## src/rtl/alu_share_pkg.sv

```systemverilog
// rtl/alu_share_pkg.sv - shared types and constants for the ALU time-share controller
package alu_share_pkg;

    localparam int DEF_WIDTH = 8;
    localparam int DEF_OP_W  = 3;
    localparam int CNT_W     = 8;

    localparam logic REQ0 = 1'b0;
    localparam logic REQ1 = 1'b1;

    typedef enum logic [1:0] {
        IDLE = 2'd0,
        EXEC = 2'd1,
        RESP = 2'd2
    } state_t;

    // Increment that sticks at all-ones instead of wrapping.
    function automatic logic [CNT_W-1:0] sat_inc(input logic [CNT_W-1:0] v);
        return (v == {CNT_W{1'b1}}) ? v : v + {{(CNT_W-1){1'b0}}, 1'b1};
    endfunction

endpackage

```

## src/rtl/rr_arb2.sv

```systemverilog
// rtl/rr_arb2.sv - two-way round-robin arbiter with pointer update on grant
module rr_arb2
    import alu_share_pkg::*;
(
    input  logic clk,
    input  logic rst,
    input  logic en,
    input  logic valid0,
    input  logic valid1,
    output logic gnt0,
    output logic gnt1,
    output logic gnt_id
);

    logic ptr;
    logic any_valid;

    // Winner selection: a lone requester wins outright, a tie goes to the pointer.
    always_comb begin
        gnt_id    = REQ0;
        any_valid = valid0 | valid1;
        if (valid0 && valid1) begin
            gnt_id = ptr;
        end else if (valid1) begin
            gnt_id = REQ1;
        end
        gnt0 = en & any_valid & (gnt_id == REQ0);
        gnt1 = en & any_valid & (gnt_id == REQ1);
    end

    // Pointer moves to the other requester whenever a grant is taken.
    always_ff @(posedge clk) begin
        if (rst) begin
            ptr <= REQ0;
        end else if (gnt0 || gnt1) begin
            ptr <= ~gnt_id;
        end
    end

endmodule

```

## src/rtl/alu_share_ctrl.sv

```systemverilog
// rtl/alu_share_ctrl.sv - sequences two requesters onto one ALU (ALU_SHARE_CNT_EN adds grant counters)
module alu_share_ctrl
    import alu_share_pkg::*;
#(
    parameter int WIDTH = DEF_WIDTH,
    parameter int OP_W  = DEF_OP_W
) (
    input  logic             clk,
    input  logic             rst,
    input  logic             req0_valid,
    output logic             req0_ready,
    input  logic [OP_W-1:0]  req0_op,
    input  logic [WIDTH-1:0] req0_a,
    input  logic [WIDTH-1:0] req0_b,
    input  logic             req1_valid,
    output logic             req1_ready,
    input  logic [OP_W-1:0]  req1_op,
    input  logic [WIDTH-1:0] req1_a,
    input  logic [WIDTH-1:0] req1_b,
    output logic [OP_W-1:0]  alu_op,
    output logic [WIDTH-1:0] alu_a,
    output logic [WIDTH-1:0] alu_b,
    input  logic [WIDTH-1:0] alu_y,
    input  logic             alu_cout,
    output logic             rsp_valid,
    input  logic             rsp_ready,
    output logic             rsp_id,
    output logic [WIDTH-1:0] rsp_y,
    output logic             rsp_cout,
    output logic             rsp_zero
`ifdef ALU_SHARE_CNT_EN
    ,
    output logic [CNT_W-1:0] gnt0_cnt,
    output logic [CNT_W-1:0] gnt1_cnt
`endif
);

    state_t state;
    state_t state_nxt;

    logic gnt0;
    logic gnt1;
    logic gnt_id;
    logic accept;
    logic owner_q;

    rr_arb2 u_arb (
        .clk    (clk),
        .rst    (rst),
        .en     (state == IDLE),
        .valid0 (req0_valid),
        .valid1 (req1_valid),
        .gnt0   (gnt0),
        .gnt1   (gnt1),
        .gnt_id (gnt_id)
    );

    // A grant only ever goes to a valid requester, so grant alone means accept.
    assign req0_ready = gnt0;
    assign req1_ready = gnt1;
    assign accept     = gnt0 | gnt1;
    assign rsp_valid  = (state == RESP);

    // State register.
    always_ff @(posedge clk) begin
        if (rst) begin
            state <= IDLE;
        end else begin
            state <= state_nxt;
        end
    end

    // Next state: one accept, one execute cycle, then wait for the consumer.
    always_comb begin
        state_nxt = state;
        case (state)
            IDLE:    if (accept) state_nxt = EXEC;
            EXEC:    state_nxt = RESP;
            RESP:    if (rsp_ready) state_nxt = IDLE;
            default: state_nxt = IDLE;
        endcase
    end

    // Operand hold: the ALU inputs change only when a new operation is accepted.
    always_ff @(posedge clk) begin
        if (rst) begin
            alu_op  <= '0;
            alu_a   <= '0;
            alu_b   <= '0;
            owner_q <= REQ0;
        end else if (accept) begin
            owner_q <= gnt_id;
            if (gnt_id == REQ1) begin
                alu_op <= req1_op;
                alu_a  <= req1_a;
                alu_b  <= req1_b;
            end else begin
                alu_op <= req0_op;
                alu_a  <= req0_a;
                alu_b  <= req0_b;
            end
        end
    end

    // Result capture at the end of the execute cycle; held through the response.
    always_ff @(posedge clk) begin
        if (rst) begin
            rsp_id   <= REQ0;
            rsp_y    <= '0;
            rsp_cout <= 1'b0;
            rsp_zero <= 1'b1;
        end else if (state == EXEC) begin
            rsp_id   <= owner_q;
            rsp_y    <= alu_y;
            rsp_cout <= alu_cout;
            rsp_zero <= ~|alu_y;
        end
    end

`ifdef ALU_SHARE_CNT_EN
    // Per-requester accept counters, saturating.
    always_ff @(posedge clk) begin
        if (rst) begin
            gnt0_cnt <= '0;
            gnt1_cnt <= '0;
        end else begin
            if (gnt0) gnt0_cnt <= sat_inc(gnt0_cnt);
            if (gnt1) gnt1_cnt <= sat_inc(gnt1_cnt);
        end
    end
`endif

endmodule

```

## config.mk

```make
export PLATFORM = sky130hd
export DESIGN_NAME = alu_share_ctrl
export DESIGN_NICKNAME = d
export VERILOG_FILES = /design/src/rtl/alu_share_pkg.sv /design/src/rtl/rr_arb2.sv /design/src/rtl/alu_share_ctrl.sv
export SDC_FILE = /design/constraint.sdc
export NUM_CORES = 1
export LEC_CHECK = 0
export CAP_MARGIN = 0
export CORE_ASPECT_RATIO = 1.2
export CORE_MARGIN = 8
export CORE_UTILIZATION = 31
export DETAILED_ROUTE_END_ITERATION = 6
export PLACE_DENSITY = 0.68
export SLEW_MARGIN = 20
export SYNTH_ARGS = -nofsm -noshare
export SYNTH_HDL_FRONTEND = slang
export SYNTH_SLANG_ARGS = --single-unit
```

## constraint.sdc

```tcl
create_clock -name clk -period 3.2 [get_ports clk]
set_input_delay 0.64 -clock clk [delete_from_list [all_inputs] [get_ports clk]]
set_output_delay 0.64 -clock clk [all_outputs]
set_load 0.005 [all_outputs]
```

==> results.tsv <==
metric	value	unit
largest net degree at the start of global routing	35	
Final Hold Vio Count	0	
fin crit period	2.766	ns
Vias	1666	
Detailed Route Iter0 Violations	112	
ys async rst share	0	%
GRT Total Usage	14.50	%
critical path's slowest cell	clkdlybuf4s50_1	
Hold Crit Class	register to register	
Layout Nets	314	
Overflow after GRT	0	
Top Family by Delay on Critical Path	buffers and inverters	
setup bufs post-CTS	0	
worst-path maximum fanout	12	
Ant. Diodes	0	
Initial Util	31.97	%
Max IR drop VDD	0.0002175	V
Pwr Density	471.6	nW/µm²
period utilization	86.44	%
first-pass GRT wire length	8376	µm
Post-DP Area	2352	µm²
mapped cell area	1469	µm²
vias per inst	5.190	
Max Slew Vio Count	0	
Synth Instances	183	
number of global-route vias before repair	1693	
pre-CTS setup slack	0.4274	ns
Leak	0.8409	nW
fraction of layout cells with a size suffix above 1	7.224	%
synth warn	0	
Non-Filler Instances	321	
fin worst setup slack	0.4339	ns
Layout Utilization	53.51	%
initial antenna violation count	0	
number of top-level pins	85	
Inst Count DP	313	
die area	7206	µm²
Routed WL per cell	16.00	µm
Clk Latency, worst-skew pair	0.29	ns
most common cell after layout, fill and taps aside	clkdlybuf4s50_1	
Clock Path Buffers	2	
Crit path required time	2.56	ns
clock skew	0.005993	ns
Synth Net Count	235	
CTS tree	built	
Post-synth top flop	dfxtp_1	
Final GP Congestion	0.7015	
most frequent cells in the layout	84 x clkdlybuf4s50_1, 34 x dfxtp_1, 21 x nand2_1, 20 x nand3_1	
hpwl dp	3703	µm
Die H	91.41	µm
Worst-path clk slew	0.07	ns
Core Box Area	4594	µm²
worst rel slew slack	53.16	%
# rows	27	
CP max stage delay	0.54	ns
Crit path buffers/inverters	3	
fmax	361.5	MHz
drt total wl	5137	µm
Worst Max-Slew Pin Slew	0.7026	ns
root buf cell	clkbuf_8	
TNS Setup	0	ns
CTS sink count	34	
arrival time of the worst setup path	2.13	ns
setup violators final	0	
count of cell types in the netlist	22	
drt pass-1 iters	4	
Resized cells post-CTS	0	
antenna viol nets, final	0	
fin area	2459	µm²
cell repeated most along the worst path	clkdlybuf4s50_1	
Post-synth EDFFs	0	
outcome	completed	
Seq/Total Area, Yosys	46.34	%
CTS Buf Count	5	
Crit Path Class	input pin to output port	
Die Wd	78.84	µm
H-Tree Depth	2	
# DRC	0	
crit-path cells	clkdlybuf4s50_1 -> buf_4 -> and3_1 -> clkdlybuf4s50_1	
Area Growth Syn to Fin	67.38	%
synthesized flop and latch total	34	
Worst setup EP type	output port	
max-cap viol count	0	
syn avg cell area	8.027	µm²
RSZ-0062 raised after global routing	no	
Port Buf Inserts	84	
hold buffers post-CTS	0	
Startpoint Class	input pin	
-- worst reg2reg max path, cell delays in order, from the launching register on --
cell and delay [ns]:
dfxtp_1 0.44, or2_1 0.60, o21ai_1 0.16, a31oi_1 0.20
-- logic make-up after synthesis --
kind of cell    share of synthesized area (%)
flops                                   46.34
simple gates                            27.34
compound gates                          20.19
buf+inv                                 6.132
-- metrics by stage --
step	hold slack, ns	power, W
after floorplan	0.4316	0.0006156
after global placement	0.4424	0.0007828
after detailed placement	0.4486	0.0007856
after CTS	0.4587	0.001174
after global routing	0.4783	0.001219
final	0.4511	0.001159
-- synthesized netlist by cell type, types with 2 or more instances --
| cell | instances | area (µm²) |
|---|---|---|
| nand3_1 | 20 | 100.1 |
| nand2b_1 | 3 | 18.77 |
| dfxtp_1 | 34 | 680.7 |
| o21ai_1 | 19 | 95.09 |
| clkbuf_1 | 8 | 30.03 |
| buf_2 | 11 | 55.05 |
| a31oi_1 | 19 | 118.9 |
| nor3_2 | 2 | 20.02 |
| nor2b_1 | 2 | 12.51 |
| a21oi_1 | 14 | 70.07 |
| nor4_1 | 2 | 12.51 |
| nand4_1 | 19 | 118.9 |
| nand2_1 | 21 | 78.83 |
-- registers in the layout (all words and copies together), names as in the netlist, 2 cells and up --
signal	cells
state	2
alu_b	8
alu_a	8
alu_op	3
rsp_y	8
-- layer usage --
| metal | part of all wire [%] | GRT usage (%) |
|---|---|---|
| met4 | 1.7 | 6.037 |
| met2 | 47 | 22.91 |
| met1 | 41 | 16.65 |
| met3 | 10 | 6.213 |
| met5 | 0 | 0 |
-- final timing paths --
| check | from | end | cells past startpoint | slack, ns |
|---|---|---|---|---|
| setup / recovery | req1_valid | req1_ready | 4 | 0.43 |
| hold / removal | owner_q | rsp_id | 2 | 0.45 |
| setup reg to reg | state[0] | alu_b[4] | 3 | 1.72 |
| hold reg to reg | owner_q | rsp_id | 2 | 0.45 |
-- area by class of cell --
type | count | area, µm²
sequential | 34 | 680.7
multi-input combinational | 129 | 698.2
clock buffer | 7 | 76.32
fill | 472 | 2136
timing repair buffer | 92 | 900.9
tap | 58 | 72.57
clock inverter | 1 | 30.03
-- power by group --
| group | leakage, nW | switching, W | internal [W] | total, W |
|---|---|---|---|---|
| Sequential | 0.280 | 0.0000210 | 0.000461 | 0.000482 |
| Clock | 0.0524 | 0.000153 | 0.000233 | 0.000386 |
| Combinational | 0.509 | 0.000130 | 0.000162 | 0.000292 |
| Total | 0.841 | 0.000303 | 0.000856 | 0.00116 |
(Power assumes the default switching activity.)
